File: config.mk
export PLATFORM = sky130hd
export DESIGN_NAME = multichannel_sample_buffer
export DESIGN_NICKNAME = d
export VERILOG_FILES = /design/src/rtl/multichannel_sample_buffer_pkg.sv /design/src/rtl/multichannel_sample_buffer_sample_ring.sv /design/src/rtl/multichannel_sample_buffer.sv
export SDC_FILE = /design/constraint.sdc
export NUM_CORES = 2
export LEC_CHECK = 0
export BUFFER_PORTS_ARGS = -buffer_cell sky130_fd_sc_hd__buf_2
export CAP_MARGIN = 20
export CELL_PAD_IN_SITES_DETAIL_PLACEMENT = 1
export CELL_PAD_IN_SITES_GLOBAL_PLACEMENT = 1
export CORE_AREA = 2 2 396 398
export DETAILED_ROUTE_END_ITERATION = 10
export DIE_AREA = 0 0 398 400
export PLACE_DENSITY = 0.61
export SETUP_SLACK_MARGIN = 0.5
export SLEW_MARGIN = 20
export SYNTH_ARGS = -nofsm -noshare
export SYNTH_HDL_FRONTEND = slang
export SYNTH_SLANG_ARGS = --single-unit
File: constraint.sdc
create_clock -name clk -period 8.85 [get_ports clk]
set_input_delay 0 -clock clk [delete_from_list [all_inputs] [get_ports clk]]
set_output_delay 0 -clock clk [all_outputs]
set_load 0.01 [all_outputs]
File: src/rtl/multichannel_sample_buffer_pkg.sv
// Shared width helpers and ring slot arithmetic for the multichannel sample buffer.
// The optional running-sum feature is enabled with MULTICHANNEL_SAMPLE_BUFFER_SUM_EN.
package sample_buffer_pkg;

  // Channel select width; a single channel still gets a 1-bit select.
  function automatic int ch_w(input int n);
    return (n > 1) ? $clog2(n) : 1;
  endfunction

  function automatic int idx_w(input int depth);
    return $clog2(depth);
  endfunction

  function automatic int cnt_w(input int depth);
    return $clog2(depth + 1);
  endfunction

  function automatic int sum_w(input int sw, input int depth);
    return sw + $clog2(depth + 1);
  endfunction

  // Physical slot of the sample aged idx: (ptr - 1 - idx) mod depth.
  // ptr < depth and idx < depth keep the sum below 2*depth, so one
  // conditional subtract replaces a modulo. Out-of-range ages map to 0;
  // the caller flags those as errors.
  function automatic int wrap_slot(input int ptr, input int idx, input int depth);
    int s;
    if (idx >= depth) return 0;
    s = ptr + depth - 1 - idx;
    if (s >= depth) s = s - depth;
    return s;
  endfunction

endpackage

File: src/rtl/multichannel_sample_buffer_sample_ring.sv
// One channel of sample history: ring storage, write pointer, fill count,
// sticky overflow and, with MULTICHANNEL_SAMPLE_BUFFER_SUM_EN, a running sum.
module sample_ring
  import sample_buffer_pkg::*;
#(
  parameter int SAMPLE_WIDTH = 8,
  parameter int DEPTH        = 10,
  localparam int IDX_W       = idx_w(DEPTH),
  localparam int CNT_W       = cnt_w(DEPTH)
) (
  input  logic                    clk,
  input  logic                    rst_n,
  input  logic                    wr_en,
  input  logic                    overwrite,
  input  logic [SAMPLE_WIDTH-1:0] wr_data,
  input  logic                    clr_en,
  input  logic [IDX_W-1:0]        rd_idx,
  output logic [SAMPLE_WIDTH-1:0] rd_data,
  output logic [CNT_W-1:0]        count,
  output logic                    overflow
`ifdef MULTICHANNEL_SAMPLE_BUFFER_SUM_EN
  ,
  output logic [sum_w(SAMPLE_WIDTH, DEPTH)-1:0] sum
`endif
);

  logic [SAMPLE_WIDTH-1:0] mem [DEPTH];
  logic [IDX_W-1:0]        wr_ptr;
  logic [IDX_W-1:0]        rd_slot;
  logic                    full;
  logic                    store;

  assign full  = (count == CNT_W'(DEPTH));
  // Clear beats a same-cycle write; a full channel only stores in ring mode.
  assign store = wr_en && !clr_en && (!full || overwrite);

  assign rd_slot = IDX_W'(wrap_slot(int'(wr_ptr), int'(rd_idx), DEPTH));
  assign rd_data = mem[rd_slot];

  // Sample storage; deliberately not reset, a clear only rewinds the pointer.
  always_ff @(posedge clk) begin
    if (store) mem[wr_ptr] <= wr_data;
  end

  // Pointer, fill count and sticky overflow bookkeeping.
  always_ff @(posedge clk or negedge rst_n) begin
    if (!rst_n) begin
      wr_ptr   <= '0;
      count    <= '0;
      overflow <= 1'b0;
    end else if (clr_en) begin
      wr_ptr   <= '0;
      count    <= '0;
      overflow <= 1'b0;
    end else if (wr_en) begin
      if (store) wr_ptr <= (wr_ptr == IDX_W'(DEPTH - 1)) ? '0 : wr_ptr + 1'b1;
      if (!full) count <= count + 1'b1;
      else       overflow <= 1'b1;
    end
  end

`ifdef MULTICHANNEL_SAMPLE_BUFFER_SUM_EN
  localparam int SUM_W = sum_w(SAMPLE_WIDTH, DEPTH);

  // Running sum; on eviction the oldest sample sits at wr_ptr and leaves as the new one lands.
  always_ff @(posedge clk or negedge rst_n) begin
    if (!rst_n)      sum <= '0;
    else if (clr_en) sum <= '0;
    else if (store)  sum <= full ? sum + SUM_W'(wr_data) - SUM_W'(mem[wr_ptr])
                                 : sum + SUM_W'(wr_data);
  end
`endif

endmodule

File: src/rtl/multichannel_sample_buffer.sv
// Multi-channel sample history buffer: write/clear decode into per-channel
// rings and a registered, 1-cycle-latency random-access read port.
// Optional running sum per channel: define MULTICHANNEL_SAMPLE_BUFFER_SUM_EN.
module multichannel_sample_buffer
  import sample_buffer_pkg::*;
#(
  parameter int NUM_CHANNELS = 14,
  parameter int SAMPLE_WIDTH = 8,
  parameter int DEPTH        = 10,
  localparam int CH_W        = ch_w(NUM_CHANNELS),
  localparam int IDX_W       = idx_w(DEPTH),
  localparam int CNT_W       = cnt_w(DEPTH),
  localparam int SUM_W       = sum_w(SAMPLE_WIDTH, DEPTH)
) (
  input  logic                    clk,
  input  logic                    rst_n,
  input  logic                    ena,
  input  logic                    overwrite,
  input  logic                    wr_valid,
  input  logic [CH_W-1:0]         wr_ch,
  input  logic [SAMPLE_WIDTH-1:0] wr_data,
  input  logic                    clr_valid,
  input  logic [CH_W-1:0]         clr_ch,
  input  logic                    rd_req,
  input  logic [CH_W-1:0]         rd_ch,
  input  logic [IDX_W-1:0]        rd_idx,
  output logic                    rd_valid,
  output logic [SAMPLE_WIDTH-1:0] rd_data,
  output logic                    rd_err,
  output logic [CNT_W-1:0]        rd_count,
  output logic [SUM_W-1:0]        rd_sum,
  output logic [NUM_CHANNELS-1:0] overflow
);

  typedef struct packed {
    logic                    err;
    logic [SAMPLE_WIDTH-1:0] data;
    logic [CNT_W-1:0]        count;
  } rd_rsp_t;

  localparam logic [CH_W:0] NCH = (CH_W + 1)'(NUM_CHANNELS);

  logic [NUM_CHANNELS-1:0][SAMPLE_WIDTH-1:0] ch_data;
  logic [NUM_CHANNELS-1:0][CNT_W-1:0]        ch_count;
  logic [1:0]                                vld_pipe;
  logic                                      rd_ch_ok;
  logic [CH_W-1:0]                           rd_sel;
  rd_rsp_t                                   rsp_d, rsp_q;

`ifdef MULTICHANNEL_SAMPLE_BUFFER_SUM_EN
  logic [NUM_CHANNELS-1:0][SUM_W-1:0]        ch_sum;
`endif

  for (genvar i = 0; i < NUM_CHANNELS; i++) begin : g_ch
    sample_ring #(
      .SAMPLE_WIDTH(SAMPLE_WIDTH),
      .DEPTH       (DEPTH)
    ) u_ring (
      .clk      (clk),
      .rst_n    (rst_n),
      .wr_en    (ena && wr_valid && (wr_ch == CH_W'(i))),
      .overwrite(overwrite),
      .wr_data  (wr_data),
      .clr_en   (ena && clr_valid && (clr_ch == CH_W'(i))),
      .rd_idx   (rd_idx),
      .rd_data  (ch_data[i]),
      .count    (ch_count[i]),
      .overflow (overflow[i])
`ifdef MULTICHANNEL_SAMPLE_BUFFER_SUM_EN
      ,
      .sum      (ch_sum[i])
`endif
    );
  end

  // Out-of-range channels steer the mux to channel 0 so indexing stays in bounds.
  assign rd_ch_ok    = ({1'b0, rd_ch} < NCH);
  assign rd_sel      = rd_ch_ok ? rd_ch : '0;
  assign vld_pipe[0] = ena && rd_req;

  // Read response from pre-edge state, so same-cycle writes/clears are not visible.
  always_comb begin
    rsp_d     = '0;
    rsp_d.err = 1'b1;
    if (rd_ch_ok) begin
      rsp_d.count = ch_count[rd_sel];
      if (CNT_W'(rd_idx) < ch_count[rd_sel]) begin
        rsp_d.err  = 1'b0;
        rsp_d.data = ch_data[rd_sel];
      end
    end
  end

  // Read valid pulse and response hold register.
  always_ff @(posedge clk or negedge rst_n) begin
    if (!rst_n) begin
      vld_pipe[1] <= 1'b0;
      rsp_q       <= '0;
    end else begin
      vld_pipe[1] <= vld_pipe[0];
      if (vld_pipe[0]) rsp_q <= rsp_d;
    end
  end

`ifdef MULTICHANNEL_SAMPLE_BUFFER_SUM_EN
  // Sum of the read channel, captured alongside the read response.
  always_ff @(posedge clk or negedge rst_n) begin
    if (!rst_n)           rd_sum <= '0;
    else if (vld_pipe[0]) rd_sum <= rd_ch_ok ? ch_sum[rd_sel] : '0;
  end
`else
  assign rd_sum = '0;
`endif

  assign rd_valid = vld_pipe[1];
  assign rd_data  = rsp_q.data;
  assign rd_err   = rsp_q.err;
  assign rd_count = rsp_q.count;

endmodule

==> qor.txt <==
global-route total usage across every layer: 22.7%
static leakage: 23.6 nW
buffer type at the clock tree root: sky130_fd_sc_hd__clkbuf_16
biggest area contributors in the synthesized netlist: sky130_fd_sc_hd__edfxtp_1 (57%), sky130_fd_sc_hd__dfrtp_1 (6.0%), sky130_fd_sc_hd__mux2i_1 (4.7%)
CP peak stage delay: 940 ps
internal portion of total power: 11.5 mW
Post-Syn Area: 58,600 µm²
worst max-slew margin expressed relative to the limit: 25.2%
setup repair after global routing missed its margin: no
worst-case clock skew: 29.3 ps
max-cap violations: 0
port bufs: 58
Final Hold Violating Endpoints: 0
Slew Limit Fails: 0
final setup fails: 0
cell occurring most often along the worst timing path: sky130_fd_sc_hd__a211oi_1
Synth async-reset ratio: 11.1%
first-pass GRT wire length: 268,000 µm
final RePlAce weighted congestion: 0.865
Residual DRC: 0
vias in the first global route: 39,800
sort of element at the start of the critical path: flip-flop
dpl cell area: 61,600 µm²
area added between synthesis and finish: 12.9%
portion of total power attributed to the clock network: 32.3%
critical-path cell list: ha_1 -> xnor2_1 -> ha_1 -> nor2b_1 -> nor2_1 -> ha_1 -> nand2b_1 -> o22ai_1 -> a2111o_1 -> o31a_1 -> buf_4 -> and2_1 -> a211oi_1 -> a211oi_1 -> a2111oi_0 -> a211oi_1 -> a211oi_1 -> a32o_1
CP max-delay cell: sky130_fd_sc_hd__a2111oi_0
post-synthesis area per instance: 12.7 µm²
distinct cell type count after synthesis: 104
Routed wire per std cell: 26.2 µm
Reg power frac: 39.7%
smallest setup slack after layout: 2870 ps
Bufs on Longest Clock Path: 3
most used cells in the layout excluding fill and tap cells: sky130_fd_sc_hd__edfxtp_1 (1,120), sky130_fd_sc_hd__nand2_1 (583), sky130_fd_sc_hd__nor2_1 (410)
final-stage net count: 4,911
drt total wl: 181,000 µm
initial drt markers: 3,018
vias after detailed routing: 39,000
crit path kind: reg -> reg
H-Tree Level Count: 4
status: finished, final reports clean
most common library cell in the layout ignoring fill and taps: sky130_fd_sc_hd__edfxtp_1
achievable clock frequency: 167 MHz
number of rows created at floorplan: 145
area leader, netlist: sky130_fd_sc_hd__edfxtp_1
Non-Filler Instances: 6,909
die width: 398 µm
I/O pin cnt: 71
share of synthesized area occupied by flip-flops and latches: 63.4%
required time worst endpoint: 9560 ps
die height: 400 µm
CP max FO: 21
total number of yosys warnings: 0
die area: 159,000 µm²
final critical delay including setup and external delays: 5980 ps
number of cells after detailed placement: 6,619
mean number of vias per cell: 5.65
dominant register cell in the synthesized netlist: sky130_fd_sc_hd__edfxtp_1
slew at the pin with the worst max-slew slack: 1120 ps
Post-Route Utilization: 42.7%
grt total ovfl: 0
Combinational Power Share: 28.0%
post-route setup TNS: 0 ps
initial cell density of the core: 37.8%
peak supply drop: 0.178 mV
Hold Crit Class: in -> reg
number of optimization iterations in the first detailed-route pass: 5
buffering stage count on the worst path with inverters included: 1
clock latency on the worst-skew pair: 780 ps
TritonCTS clock tree: yes
share of the synthesized area in the top cell type: 57.4%
layout cells sized above 1: 11.5%
antenna violations before repair: 10
arrival time at the worst endpoint: 6690 ps
CP endpoint kind: flip-flop
switching power: 5.78 mW
ratio of final minimum period to clock period: 67.6%
cell count after synthesis: 4,612
family of cells with the greatest summed delay on the critical path: compound AO/OA/AOI/OAI gates
number of clock sinks seen by CTS: 1,260
final antenna-violating net count: 0
Resize count post-CTS: 0
power density cells: 260 nW/µm²
flops & latches, synth: 1,260
worst hold slack: 96.6 ps
number of flops mapped to enable cells by yosys: 1,120
Sw Ratio: 33.5%
Core Region: 155,000 µm²
power consumption: 17.2 mW
clock buffers created by TritonCTS: 141
HPWL after detailed placement: 120,000 µm
final instance area: 66,200 µm²
largest net degree at the start of global routing: 80
worst slack after detailed placement: 2910 ps
clock slew seen by the registers of the worst setup and hold paths: 60 ps
-- Yosys cell counts (all sizes together) (11+ instances only) --
cell type,count
nand3b,35
nand4,28
edfxtp,1120
nor3,126
nand3,163
clkbuf,145
a311oi,16
ha,129
mux4,41
nor2b,42
mux2i,276
a21oi,209
nor2,416
or2,11
a21o,15
and3,23
o21a,13
xnor2,60
o22ai,20
buf,93
o31ai,11
a211o,28
a22oi,16
xor2,46
fa,14
a2111oi,23
o2111ai,11
and2,45
dfrtp,140
a221oi,12
inv,81
o21ai,128
nand2b,54
nand2,585
a311o,11
a31oi,56
a211oi,86
o211ai,35
or3,25
mux2,54
a21boi,11
o22a,14
-- routing by layer --
layer / global-route usage (%) / vias to the layer above / wire length [µm]
met1: 31.6 / 20200 / 82200
met2: 36.8 / 909 / 85700
met3: 3.60 / 221 / 8910
met4: 6.20 / 4 / 4330
met5: 0 / - / 25
li1: - / 17600 / -
-- power by group through the flow --
stage          sequential [mW]  combinational, mW  clock [mW]
2_1_floorplan             6.81               3.32           0
3_3_place_gp              6.95               4.75           0
3_5_place_dp              6.96               4.81           0
4_1_cts                   6.83               4.86        5.68
5_1_grt                   6.86               5.26        5.89
6_report                  6.84               4.83        5.57
-- worst reg2reg max path: cells and delay by family, from the launching register on --
| kind | cells | cell delay (ps) |
|---|---|---|
| AOI/OAI and AO/OA | 9 | 3290 |
| xor gates and xnor gates | 1 | 150 |
| adders and majority gates | 3 | 1060 |
| buffers and inverters | 1 | 230 |
| DFF | 1 | 530 |
| and+or+nand+nor | 4 | 660 |
-- what timing repair did --
item | 4_1_cts | 5_1_grt
setup buffers | 0 | 0
hold buffers | 33 | 0
endpoints found under the hold margin | 729 | 0
-- flip-flops by register name, indices dropped and copies added (netlist names) --
name and cells:
rd_valid 1, g_ch.u_ring.overflow 14, g_ch.u_ring.count 56, g_ch.u_ring.mem 1120
rd_err 1, g_ch.u_ring.wr_ptr 56, rd_data 8, rd_count 4
-- path summary, 6_finish.rpt --
check | endpoint | depth (start not counted) | slack [ps] | startpoint
setup / recovery | rd_data[0] | 18 | 2870 | g_ch[1].u_ring.wr_ptr[1]
hold / removal | g_ch[11].u_ring.wr_ptr[2] | 5 | 100 | clr_ch[2]
setup reg to reg | rd_data[0] | 18 | 2870 | g_ch[1].u_ring.wr_ptr[1]
hold reg to reg | g_ch[7].u_ring.overflow | 2 | 510 | g_ch[7].u_ring.overflow
max in group asynchronous | g_ch[13].u_ring.wr_ptr[0] | 4 | 6640 | rst_n
min in group asynchronous | g_ch[3].u_ring.wr_ptr[3] | 3 | 550 | rst_n
-- cell families (layout without fill, tap and decap cells) --
group	Yosys count	count (layout)	share of synthesized area, %
adders and majority gates	143	143	3.23
and+or+nand+nor	1595	1595	12.4
other	1	17	0.00640
xor gates and xnor gates	106	106	1.61
muxes	371	371	7.33
buffers and inverters	320	543	2.35
AOI/OAI and AO/OA	816	816	9.71
DFF	1260	1260	63.4
-- cell type report --
cell class | instances | area, µm²
fill | 16100 | 88900
sequential | 1260 | 37100
multi-input combinational | 3043 | 20300
clock buffer | 181 | 3770
tap | 2058 | 2570
timing repair buffer | 209 | 1560
clock inverter | 71 | 499
inverter | 82 | 308
antenna | 5 | 12.5
Power figures use the tool's default switching activity.
